[src/rtl/spidergon_traffic_gen.sv]
// spidergon_traffic_gen: LFSR-driven wormhole packet injector for one Spidergon node's local port
module spidergon_traffic_gen #(
    parameter int          NUM_OF_NODES            = 8,
    parameter int          FLIT_DATA_WIDTH         = 16,
    parameter int          NUM_OF_VIRTUAL_CHANNELS = 2,
    parameter int          NODE_ID                 = 0,
    parameter int          PACKET_LENGTH           = 4,
    parameter int          INJECTION_GAP           = 3,
    parameter logic [15:0] LFSR_SEED               = 16'hACE1,
    localparam int         ID_W = $clog2(NUM_OF_NODES),
    localparam int         VC_W = (NUM_OF_VIRTUAL_CHANNELS > 1) ? $clog2(NUM_OF_VIRTUAL_CHANNELS) : 1
) (
    input  logic                       clk,
    input  logic                       reset,
    input  logic                       enable,
    input  logic                       flit_ready,
    output logic                       flit_valid,
    output logic [FLIT_DATA_WIDTH-1:0] flit_out,
    output logic [1:0]                 flit_type,
    output logic [VC_W-1:0]            flit_vc,
    output logic [15:0]                packets_sent,
    output logic                       busy
);
    typedef enum logic [2:0] {IDLE, HEAD, BODY, TAIL, GAP} state_t;
    state_t                     state_q, state_d;
    logic [15:0]                lfsr_q, lfsr_d, cnt_q, cnt_d, pkts_q, pkts_d;
    logic [ID_W-1:0]            dest_q, dest_d, raw_dest;
    logic [VC_W-1:0]            vc_q, vc_d;
    logic                       valid_q, valid_d, busy_q, busy_d;
    logic [FLIT_DATA_WIDTH-1:0] data_q, data_d, head_word;
    logic [1:0]                 type_q, type_d;
    logic                       fire, start;
    assign fire     = valid_q & flit_ready;
    assign raw_dest = lfsr_d[ID_W-1:0];
    always_comb begin
        lfsr_d  = fire ? ((lfsr_q >> 1) ^ (lfsr_q[0] ? 16'hB400 : 16'h0000)) : lfsr_q;
        pkts_d  = pkts_q + {15'd0, fire && state_q == TAIL};
        state_d = state_q;
        cnt_d   = cnt_q;
        start   = 1'b0;
        case (state_q)
            IDLE: start = enable;
            HEAD: if (fire) begin
                state_d = (PACKET_LENGTH > 2) ? BODY : TAIL;
                cnt_d   = '0;
            end
            BODY: if (fire) begin
                state_d = (cnt_q == 16'(PACKET_LENGTH - 3)) ? TAIL : BODY;
                cnt_d   = cnt_q + 16'd1;
            end
            TAIL: if (fire) begin
                state_d = (INJECTION_GAP > 0) ? GAP : IDLE;
                start   = (INJECTION_GAP == 0) && enable;
                cnt_d   = '0;
            end
            GAP: begin
                state_d = (cnt_q == 16'(INJECTION_GAP - 1)) ? IDLE : GAP;
                start   = (cnt_q == 16'(INJECTION_GAP - 1)) && enable;
                cnt_d   = cnt_q + 16'd1;
            end
            default: state_d = IDLE;
        endcase
        // Every packet start latches a fresh destination and VC from the post-transfer state
        state_d   = start ? HEAD : state_d;
        dest_d    = start ? ((raw_dest == ID_W'(NODE_ID)) ? ID_W'(NODE_ID + 1) : raw_dest) : dest_q;
        vc_d      = start ? VC_W'(pkts_d % 16'(NUM_OF_VIRTUAL_CHANNELS)) : vc_q;
        head_word = (FLIT_DATA_WIDTH'(pkts_d) << (2 * ID_W))
                  | (FLIT_DATA_WIDTH'(ID_W'(NODE_ID)) << ID_W)
                  | FLIT_DATA_WIDTH'(dest_d);
        valid_d   = state_d inside {HEAD, BODY, TAIL};
        busy_d    = state_d != IDLE;
        type_d    = (state_d == HEAD) ? 2'b01 : (state_d == TAIL) ? 2'b10 : 2'b00;
        data_d    = (state_d == HEAD) ? head_word : valid_d ? lfsr_d[FLIT_DATA_WIDTH-1:0] : '0;
    end
    always_ff @(posedge clk) begin
        if (!reset) begin
            state_q <= IDLE;
            lfsr_q  <= LFSR_SEED;
            cnt_q   <= '0;
            pkts_q  <= '0;
            dest_q  <= '0;
            vc_q    <= '0;
            valid_q <= 1'b0;
            busy_q  <= 1'b0;
            data_q  <= '0;
            type_q  <= 2'b00;
        end else begin
            state_q <= state_d;
            lfsr_q  <= lfsr_d;
            cnt_q   <= cnt_d;
            pkts_q  <= pkts_d;
            dest_q  <= dest_d;
            vc_q    <= vc_d;
            valid_q <= valid_d;
            busy_q  <= busy_d;
            data_q  <= data_d;
            type_q  <= type_d;
        end
    end
    assign flit_valid   = valid_q;
    assign flit_out     = data_q;
    assign flit_type    = type_q;
    assign flit_vc      = vc_q;
    assign packets_sent = pkts_q;
    assign busy         = busy_q;
endmodule

[config.mk]
export PLATFORM = sky130hd
export DESIGN_NAME = spidergon_traffic_gen
export DESIGN_NICKNAME = d
export VERILOG_FILES = /design/src/rtl/spidergon_traffic_gen.sv
export SDC_FILE = /design/constraint.sdc
export NUM_CORES = 1
export LEC_CHECK = 0
export CAP_MARGIN = 15
export CORE_MARGIN = 4
export CORE_UTILIZATION = 35
export DETAILED_ROUTE_END_ITERATION = 6
export PLACE_DENSITY_LB_ADDON = 0.1
export SLEW_MARGIN = 10
export SYNTH_ARGS = -nofsm -noshare
export SYNTH_HDL_FRONTEND = slang
export SYNTH_SLANG_ARGS = --single-unit
export TNS_END_PERCENT = 5
[constraint.sdc]
create_clock -name clk -period 7.5 [get_ports clk]
set_input_delay 2.25 -clock clk [delete_from_list [all_inputs] [get_ports clk]]
set_output_delay 2.25 -clock clk [all_outputs]
set_load 0.01 [all_outputs]
=== After elaboration in Yosys (flattened, before gate mapping) ===
Index checks and enable logic that the tools add are counted.

* Bits in read-only memories: 0
* Bits of input ports: 4
* RAM bits: 0
* Word-level logic and storage cells: 57
* Bits in latches: 0
* Register bits after elaboration: 75
* Memories: 0

* Order comparisons: 0
* Muxes and demuxes: 19
* Bitwise logic cells: 4
* Divide/modulo/power cells: 0
* Eq/ne operators: 11
* $add $sub $neg: 2
* Shift operators: 0
* Reductions and logical operators: 10
* Multipliers: 0

{| class="wikitable"
|+ Operators with widths
! kind !! number
|-
| 2-to-1 mux 16 bit || 6
|-
| case mux 16 bit (3 select lines) || 1
|-
| 2-to-1 mux 3 bit || 7
|-
| adder 16 x 1 -> 16 bit || 1
|-
| adder 16 x 1 -> 16 bit (second input constant) || 1
|-
| equality test 16 x 1 -> 1 bit (second input constant) || 1
|-
| equality test 16 x 2 -> 1 bit (second input constant) || 1
|-
| bitwise OR 16 x 3 -> 16 bit || 1
|-
| bitwise XOR 15 x 16 -> 16 bit || 1
|-
| case mux 3 bit (5 select lines) || 1
|-
| equality test 3 x 2 -> 1 bit (second input constant) || 4
|-
| nonzero test 3 bit || 3
|-
| equality test 3 x 1 -> 1 bit (second input constant) || 2
|-
| logical NOT 3 bit || 2
|-
| OR reduction 2 bit || 2
|-
| equality test 3 bit (second input constant) || 1
|-
| AND reduction 3 bit || 1
|-
| logical AND 1 bit || 2
|-
| 2-to-1 mux 1 bit || 2
|-
| 2-to-1 mux 2 bit || 1
|-
| inequality test 2 x 1 -> 1 bit (second input constant) || 1
|-
| inequality test 2 bit (second input constant) || 1
|-
| case mux 1 bit (2 select lines) || 1
|-
| bitwise AND 1 bit || 1
|-
| NOT 1 bit || 1
|}

=== Longest topological paths before layout ===
Gate-level depths: netlist of the first run.

* Depth in word-level cells: 9
* Gate-level depth with buffers: 10
* Depth with buffers taken out: 9

=== Worst setup path before layout of the first run ===
No wires, ideal clock.

* Path type: input-to-reg
* Start point: input flit_ready
* End point: register pkts_q[14] (netlist: packets_sent[14])
* Required time: 7.372 ns
* Slack: 3.428 ns
* Stages on the path: 10
* Buffers on the path: 1
* Data arrival time: 3.944 ns
* Path through: and2_1 -> buf_2 -> and3_2 -> ha_1 -> ha_1 -> nand3_1 -> or2_2 -> nor3_1 -> xnor2_1 -> nor2_1

* Longest elaborated chain between the ends: 3

{| class="wikitable"
|+ RTL lines
! what !! line !! text
|-
| start: declaration || 16 || <nowiki>input logic flit_ready,</nowiki>
|-
| bitwise AND 1 bit || 33 || <nowiki>assign fire = valid_q & flit_ready;</nowiki>
|-
| logical AND 1 bit || 37 || <nowiki>pkts_d = pkts_q + {15'd0, fire && state_q == TAIL};</nowiki>
|-
| adder 16 x 1 -> 16 bit || 37 ||
|-
| end signal: assignment || 91 || <nowiki>pkts_q <= pkts_d;</nowiki>
|-
| end: declaration || 26 || <nowiki>logic [15:0] lfsr_q, lfsr_d, cnt_q, cnt_d, pkts_q, pkts_d;</nowiki>
|}

No other way between the ends.
A chain may end at the register's enable or synchronous reset.

=== Final worst setup path of the first run ===
Ends and elaborated chain as after synthesis.

==> results of run 1 <==
==> Yosys cell counts, drive strengths merged (2+ instances only) <==
cell and instances:
or3b 2, xor2 11, inv 14, or2 3, nor3b 2, nand4 10, and2 7, buf 4
nor4 8, mux2 2, a21oi 13, clkbuf 10, xnor2 18, nor2b 2, or3 4, nand3 13
nor2 48, dfxtp 75, and3 6, nand2 29, ha 5, and4 4, o2bb2ai 3, mux2i 11
nor3 6, o22ai 5, o21ai 9
==> registers in the layout (all words and copies together), names as in the netlist <==
register	count
flit_vc	1
busy	1
flit_type	2
packets_sent	16
cnt_q	16
flit_valid	1
dest_q	3
flit_out	16
state_q	3
lfsr_q	16
==> where the power goes <==
| group | switching, W | internal, W |
|---|---|---|
| registers | 0.00000631 | 0.000408 |
| logic | 0.0000336 | 0.0000222 |
| clock network | 0.000169 | 0.000126 |
==> per-layer routing <==
layer | wire length [um] | vias up | GRT usage
met4 | 114 | 0 | 0.0434
met2 | 2970 | 50 | 0.208
li1 | - | 1235 | -
met1 | 3750 | 1110 | 0.215
met3 | 383 | 9 | 0.0498
met5 | 0 | - | 0
==> logic make-up (layout without fill, tap and decap cells) <==
logic type / after synthesis / count (layout)
AO/OA/AOI/OAI: 40 / 40
flip-flops: 75 / 75
AND/OR/NAND/NOR: 147 / 147
XOR/XNOR: 29 / 29
buffers and inverters: 29 / 73
multiplexers: 13 / 13
adder cells (fa/ha/maj): 5 / 5
==> per-stage QoR <==
stage / utilization / hold slack (ns)
CTS: 0.432 / 0.491
detailed placement: 0.411 / 0.480
global route: 0.433 / 0.519
global placement: 0.411 / 0.475
finish: 0.433 / 0.487
floorplan: - / 0.450
==> path summary, 6_finish.rpt <==
check | start | to | slack, ns | cells after the start
max reg2reg | flit_valid | packets_sent[14] | 4.96 | 9
max | flit_ready | packets_sent[14] | 2.93 | 10
min reg2reg | lfsr_q[8] | lfsr_q[8] | 0.49 | 2
min | lfsr_q[8] | lfsr_q[8] | 0.49 | 2
==> critical path: stages <==
cell	delay [ns]
clkdlybuf4s50_1	0.53
and2_1	0.42
and3_2	0.28
ha_1	0.19
ha_1	0.20
nand3_1	0.16
or2_2	0.35
nor3_1	0.23
xnor2_1	0.14
nor2_1	0.05
==> final cells by class <==
| cell class | count | area (sq um) |
|---|---|---|
| Inverter | 15 | 56.3 |
| Fill cell | 888 | 4920 |
| Sequential cell | 75 | 1500 |
| Timing Repair Buffer | 42 | 415 |
| Clock inverter | 7 | 58.8 |
| Multi-Input combinational cell | 234 | 1470 |
| Tap cell | 108 | 135 |
| Clock buffer | 9 | 124 |
==> impl_summary.md, run 1 <==
Worst setup path
The startpoint class of the critical path is a primary input. At the worst endpoint, the required time is between 7 and 8 ns. Of all nets on the critical path, the largest fanout is 10. The worst setup path category is in -> reg.

STA classifies the critical path endpoint as a flip-flop. The arrival time reported for the critical path endpoint is roughly 4.8 ns.

GRT
Across every metal layer, demand over resource in global routing totals 0.148. The total congestion overflow after global routing is 0. The wire length of the first global-routing pass is roughly 12 mm.

The initial antenna violation count came to 0. The via count of the first global-routing pass was approximately 2300. Entering global routing, the biggest net connects 37 pins.

Synth
After synthesis, the cell types taking the most area are dfxtp_1, nor2_1, xnor2_1. In this run the cell area of the synthesized design comes to just over 0.003 sq mm. The mux contribution to synthesized area is 0.0429. Of the total synthesized cell area, the portion taken by XOR and XNOR cells is 0.0821.

Synthesis produced a netlist whose cell count is approximately 340. The compound-cell area share of the yosys netlist is 0.0845. Of the total synthesized cell area, the portion taken by AND, OR, NAND and NOR gates is 0.245. For this run, the leading register cell type out of synthesis is dfxtp_1. The area share of the leading cell type in the synthesized netlist is 0.485. The number of synthesized register bits is 75. Yosys mapped the design onto 50 distinct sky130hd cell types.

The number of nets handed over by synthesis was between 300 and 400. The main combinational cell family by area after synthesis is simple AND/OR/NAND/NOR gates. The sequential fraction of the synthesis area is 0.485. The adder-cell area share of the yosys netlist is 0.0202. The Yosys warning count is 0.

The post-synthesis average cell area is 9.15 sq um. The dominant cell type by area after synthesis is dfxtp_1. The count of flip-flops with a built-in enable after synthesis is 0.

Counting flops with an async set or reset pin after synthesis yields a share of 0.

Clock network
The clock net in this run drives a total of 75 sinks. The CTS buffer count is 9. The TritonCTS clock tree is yes.

The clock edge transition at the registers on the reported setup and hold paths is about 0.09 ns. The clock root buffer is clkbuf_8. The count of H-tree levels built during CTS is 3. Clock latency on the worst-skew pair, taken at its later pin, is between 0.3 and 0.4 ns.

Counting along the longest clock path gives a buffer depth of 2. After clock tree synthesis, the repair step resized 0 gates. The number of setup buffers added after CTS is 0.

The quantity of hold-fixing buffers added after cts is 0.

STA
Headroom to the max-slew limit came out at 0.540. Of the available clock period, the critical path in the final layout requires 0.610. The final setup TNS is 0 ns. Setup repair after global routing left no endpoint under its margin. Between clock sinks in the finished design, the worst skew comes to slightly below 0.01 ns. The total setup violations reported at the end of the flow is 0. The maximum clock frequency is between 200 and 250 MHz.

The setup slack of the critical path after layout is about 3 ns. The final-report max-slew violation count was 0. The hold violation count in the final report is 0.

The post-route minimum period is around 4.6 ns. For the pin with the worst max-slew slack, the measured transition is slightly below 0.7 ns.

Die
For this configuration, the core starts out at a cell density of 0.357. The x dimension of the die is 102 um. The die covers between 0.01 and 0.015 sq mm.

The total number of placement rows is 34. Measured along the y axis, the die boundary spans 102 um. The floorplan step defined a core boundary enclosing approximately 0.0087 sq mm.

Pin placement for this block handled between 40 and 50 I/O pins.

Routing
The number of vias in the routed layout is roughly 2400. The routed design has between 7 and 8 mm of wire. In the routed design, unresolved DRC markers number 0. The post-detailed-route wirelength per cell is around 15 um. The detailed-router iteration count before antenna repair is 4.

The number of antenna-violating nets in the routed design is 0. The via density per instance is approximately 4.9. The first routing iteration left 71 violations.

Placement
After detailed placement, the total cell area comes to ~0.0036 sq mm. The global placer's final weighted congestion is around 0.73. The number of placed instances, taps included, is approximately 470. The number of buffers added on ports is 40. Prior to clock tree synthesis, the placed netlist has a worst setup slack of ~2.5 ns. The HPWL after detailed placement is ~4.9 mm.

Status
The flow ran to the end, and the final reports show no timing, DRC or antenna violations.

Power and ir drop
Across the VDD grid, the largest voltage drop is approximately 0.00011 V. The static power due to leakage is between 1 and 1.5 nW. The overall power is between 0.0007 and 0.0008 W.

Power spread over the standard cell area amounts to ~200 mW/mm^2.

Layout
The share of layout cells above drive strength 1 is 0.0864. The finished cells cover between 0.003 and 0.004 sq mm. The net count of the finished layout is about 390.

0 antenna diodes ended up in the layout. The top cell types in the final layout, fill and taps aside, are dfxtp_1, nor2_1, clkdlybuf4s50_1, nand2_1, xnor2_1. After the flow finishes, the layout carries non-filler instances totaling just under 500. The library cell used most frequently in the layout, excluding fill and tap cells, is dfxtp_1.

The area growth from synthesis to layout is 21.5%.

Run
The number of max-capacitance violations reported is 0.

Hold path
The worst hold path belongs to the class reg -> reg.
No activity file was read; power rests on OpenSTA's default activity.
==> inputs of run 2 (changes only) <==
==> constraint.sdc (replaced) <==
create_clock -name clk -period 4.3 [get_ports clk]
set_input_delay 1.29 -clock clk [delete_from_list [all_inputs] [get_ports clk]]
set_output_delay 1.29 -clock clk [all_outputs]
set_load 0.01 [all_outputs]
==> impl_summary.md, run 2 (synthesis results as in run 1) <==
GRT
The wire length of the first global-routing pass is 12.1 mm. The total congestion overflow after global routing is 0. The maximum number of pins on one net before global-route repair is 37. The via count of the first global-routing pass came to 2441. Across every metal layer, demand over resource in global routing totals 0.150. The initial antenna violation count is 0.

Hold path
For hold timing, the worst endpoint is lfsr_q[9]. The startpoint of the most critical hold path is lfsr_q[9]. The tightest min-delay check is of the reg -> reg type. The number of stages on the worst hold path is 2.

Clock network
Buffers inserted to repair hold after CTS numbered 0. The H-tree generated during clock tree synthesis spans 3 levels. The tree is rooted in a clkbuf_8. Post-CTS repair changed the size of 0 cells. CTS saw between 70 and 80 sinks. The clock edge transition at the registers on the reported setup and hold paths is 0.08 ns. The post-CTS setup-driven buffer insertion count is 0.

TritonCTS built the clock tree. Clock tree synthesis inserted a total of 9 buffers. The insertion delay to the later sink of the worst-skew pair is roughly 0.35 ns. The longest clock path from root to sink contains 2 buffers.

Layout
The share of layout cells above drive strength 1 is 0.0935. In the layout the commonest cells are dfxtp_1, nor2_1, clkdlybuf4s50_1, nand2_1, xnor2_1. The area taken by multi-input logic gates is between 0.001 and 0.0015 sq mm. The library cell used most frequently in the layout, excluding fill and tap cells, is dfxtp_1. Relative to the synthesized area, the layout overhead comes to 25.0%. The number of fillers in the final layout is 870. In the final layout, flip-flops and latches occupy 0.00150 sq mm. The antenna diode instance count is 0. After routing the design area is roughly 0.0039 sq mm. The number of nets in the layout is between 300 and 400.

Routing
For this run, design rule violations remaining after detail routing come to 0. The detailed-router iteration count before antenna repair is 4. The routed design uses ~3.0 mm of met2 wire. The detail route stage leaves a number of antenna-violating nets equal to 0. The highest layer used for signal routing is met4. Wire segments on met3 add up to ~330 um in the final route. The post-detailed-route wirelength per cell is between 10 and 15 um. The first-iteration detailed-routing DRC count is ~80.

Dividing the detail-routed via count by the number of cells gives just under 5. The number of vias in the routed layout is around 2400. The routed length on met1 is roughly 3.7 mm. The total wire length after detailed routing is approximately 7.2 mm.

Placement
In this run the tool buffered the top-level ports with 40 buffer cells. The HPWL after detailed placement is slightly below 5 mm. The cell area after placement is ~0.0036 sq mm. At the end of routability-driven placement, the weighted congestion stood at about 0.81.

Worst setup path
Measured in cells, the most critical reg-to-reg path has a length of 9. The endpoint of the worst register-to-register path is packets_sent[14]. At the worst endpoint, the required time is ~4.5 ns.

The worst setup path is launched from a primary input. At the worst endpoint, the arrival time is between 3 and 4 ns. The cell repeated most along the worst path is ha_1. The number of buffers and inverters on the critical path is 1. The signal on the critical path passes through clkdlybuf4s50_1 > and2_1 > and3_2 > ha_1 > ha_1 > nand3_1 > or2_2 > nor3_1 > xnor2_1 > nor2_1. In this design, the largest share of critical-path delay is due to simple AND/OR/NAND/NOR gates. The highest net fanout along the worst path is 5. The setup slack of the most critical reg-to-reg path is ~1.8 ns. The worst setup path category is in -> reg. Among all stages on the critical path, the largest delay is contributed by clkdlybuf4s50_1. The endpoint class of the critical path is a flip-flop. For this run, the slowest stage of the critical path takes between 0.5 and 0.6 ns. The startpoint identified for the worst register-to-register timing path is state_q[0].

STA
The post-route minimum period is approximately 3.4 ns. The post-route clock period utilization is 0.785. At the pin with the least slew margin, the transition time is around 0.63 ns. The final-report max-slew violation count is 0.

Setup repair after global routing left no endpoint under its margin. The hold violation count in the final report is 0. Timing would allow up to roughly 300 MHz. Adding up every negative setup slack in the final design gives 0 ns. In this run the tightest slew margin relative to its limit is 0.576. The clock arrives with about 0.0094 ns of skew. The total setup violations reported at the end of the flow is 0.

Power and ir drop
The static power due to leakage is roughly 1.4 nW. For this design the ratio of total power to cell area is 400 mW/mm^2. Across the VDD grid, the largest voltage drop is around 0.00015 V.

Status
The run finished with clean final reports.

Run
The tool flagged a number of max-cap violations equal to 0.

Die
The floorplan step defined a die boundary enclosing 0.0104 sq mm. During I/O placement, the number of pins put on the boundary was a little over 40. The x dimension of the die is 102 um. The total number of placement rows is 34. The initial utilization of the core area, before any placement, comes to 0.357. The overall die height is 102 um.

After floorplanning, the core was sized to cover 0.00868 sq mm.
## run 2: changes by cell type in the layout (fill, tap and decap cells not counted), sizes merged
cell,previous run,this run
clkinv,3,1
buf,2,5
inv,18,17
bufinv,0,4
clkinvlp,1,0
## run 2: worst min-delay path, delay by kind of cell (launching register included)
family	cells	cell delay, ns
and+or+nand+nor	1	0.05
DFF	1	0.32
AOI/OAI and AO/OA	1	0.07
## run 2: stage by stage
step | util | setup WS, ns | total power, W | hold WS (ns) | std cells
after floorplan | - | 1.19 | 0.000797 | 0.450 | 338
after global placement | 0.415 | 0.617 | 0.000839 | 0.470 | 477
after detailed placement | 0.415 | 0.558 | 0.000839 | 0.472 | 477
after CTS | 0.446 | 0.933 | 0.00157 | 0.486 | 493
after global routing | 0.446 | 0.787 | 0.00161 | 0.500 | 493
final | 0.446 | 0.925 | 0.00155 | 0.484 | 493
## run 2: final cells by class
type	count	area share
clock buffers	9	0.0320
multi-input cells	234	0.379
well taps	108	0.0349
inverters	15	0.0146
repair buffers	45	0.113
clock inverters	7	0.0378
flip-flops and latches	75	0.388
## run 2: report_power, final
part | switching [W] | leakage [nW] | internal (W)
logic | 0.0000585 | 0.671 | 0.0000409
clock network | 0.000276 | 0.135 | 0.000450
registers | 0.0000116 | 0.607 | 0.000711
total | 0.000346 | 1.41 | 0.00120
## run 2: metal layers
metal / global-route usage / vias to the layer above
li1: - / 1248
met2: 0.214 / 51
met4: 0.0505 / 0
met1: 0.210 / 1126
met5: 0 / -
met3: 0.0519 / 11
## run 2: worst max-delay path by stage
| stage | cells past startpoint | end | slack, ns | from |
|---|---|---|---|---|
| 2_1_floorplan | 10 | packets_sent[14] | 1.19 | flit_ready |
| 3_3_place_gp | 10 | packets_sent[14] | 0.62 | flit_ready |
| 3_5_place_dp | 10 | packets_sent[14] | 0.56 | flit_ready |
| 4_1_cts | 10 | packets_sent[14] | 0.93 | flit_ready |
| 5_1_grt | 10 | packets_sent[14] | 0.79 | flit_ready |
| 6_report | 10 | packets_sent[14] | 0.93 | flit_ready |
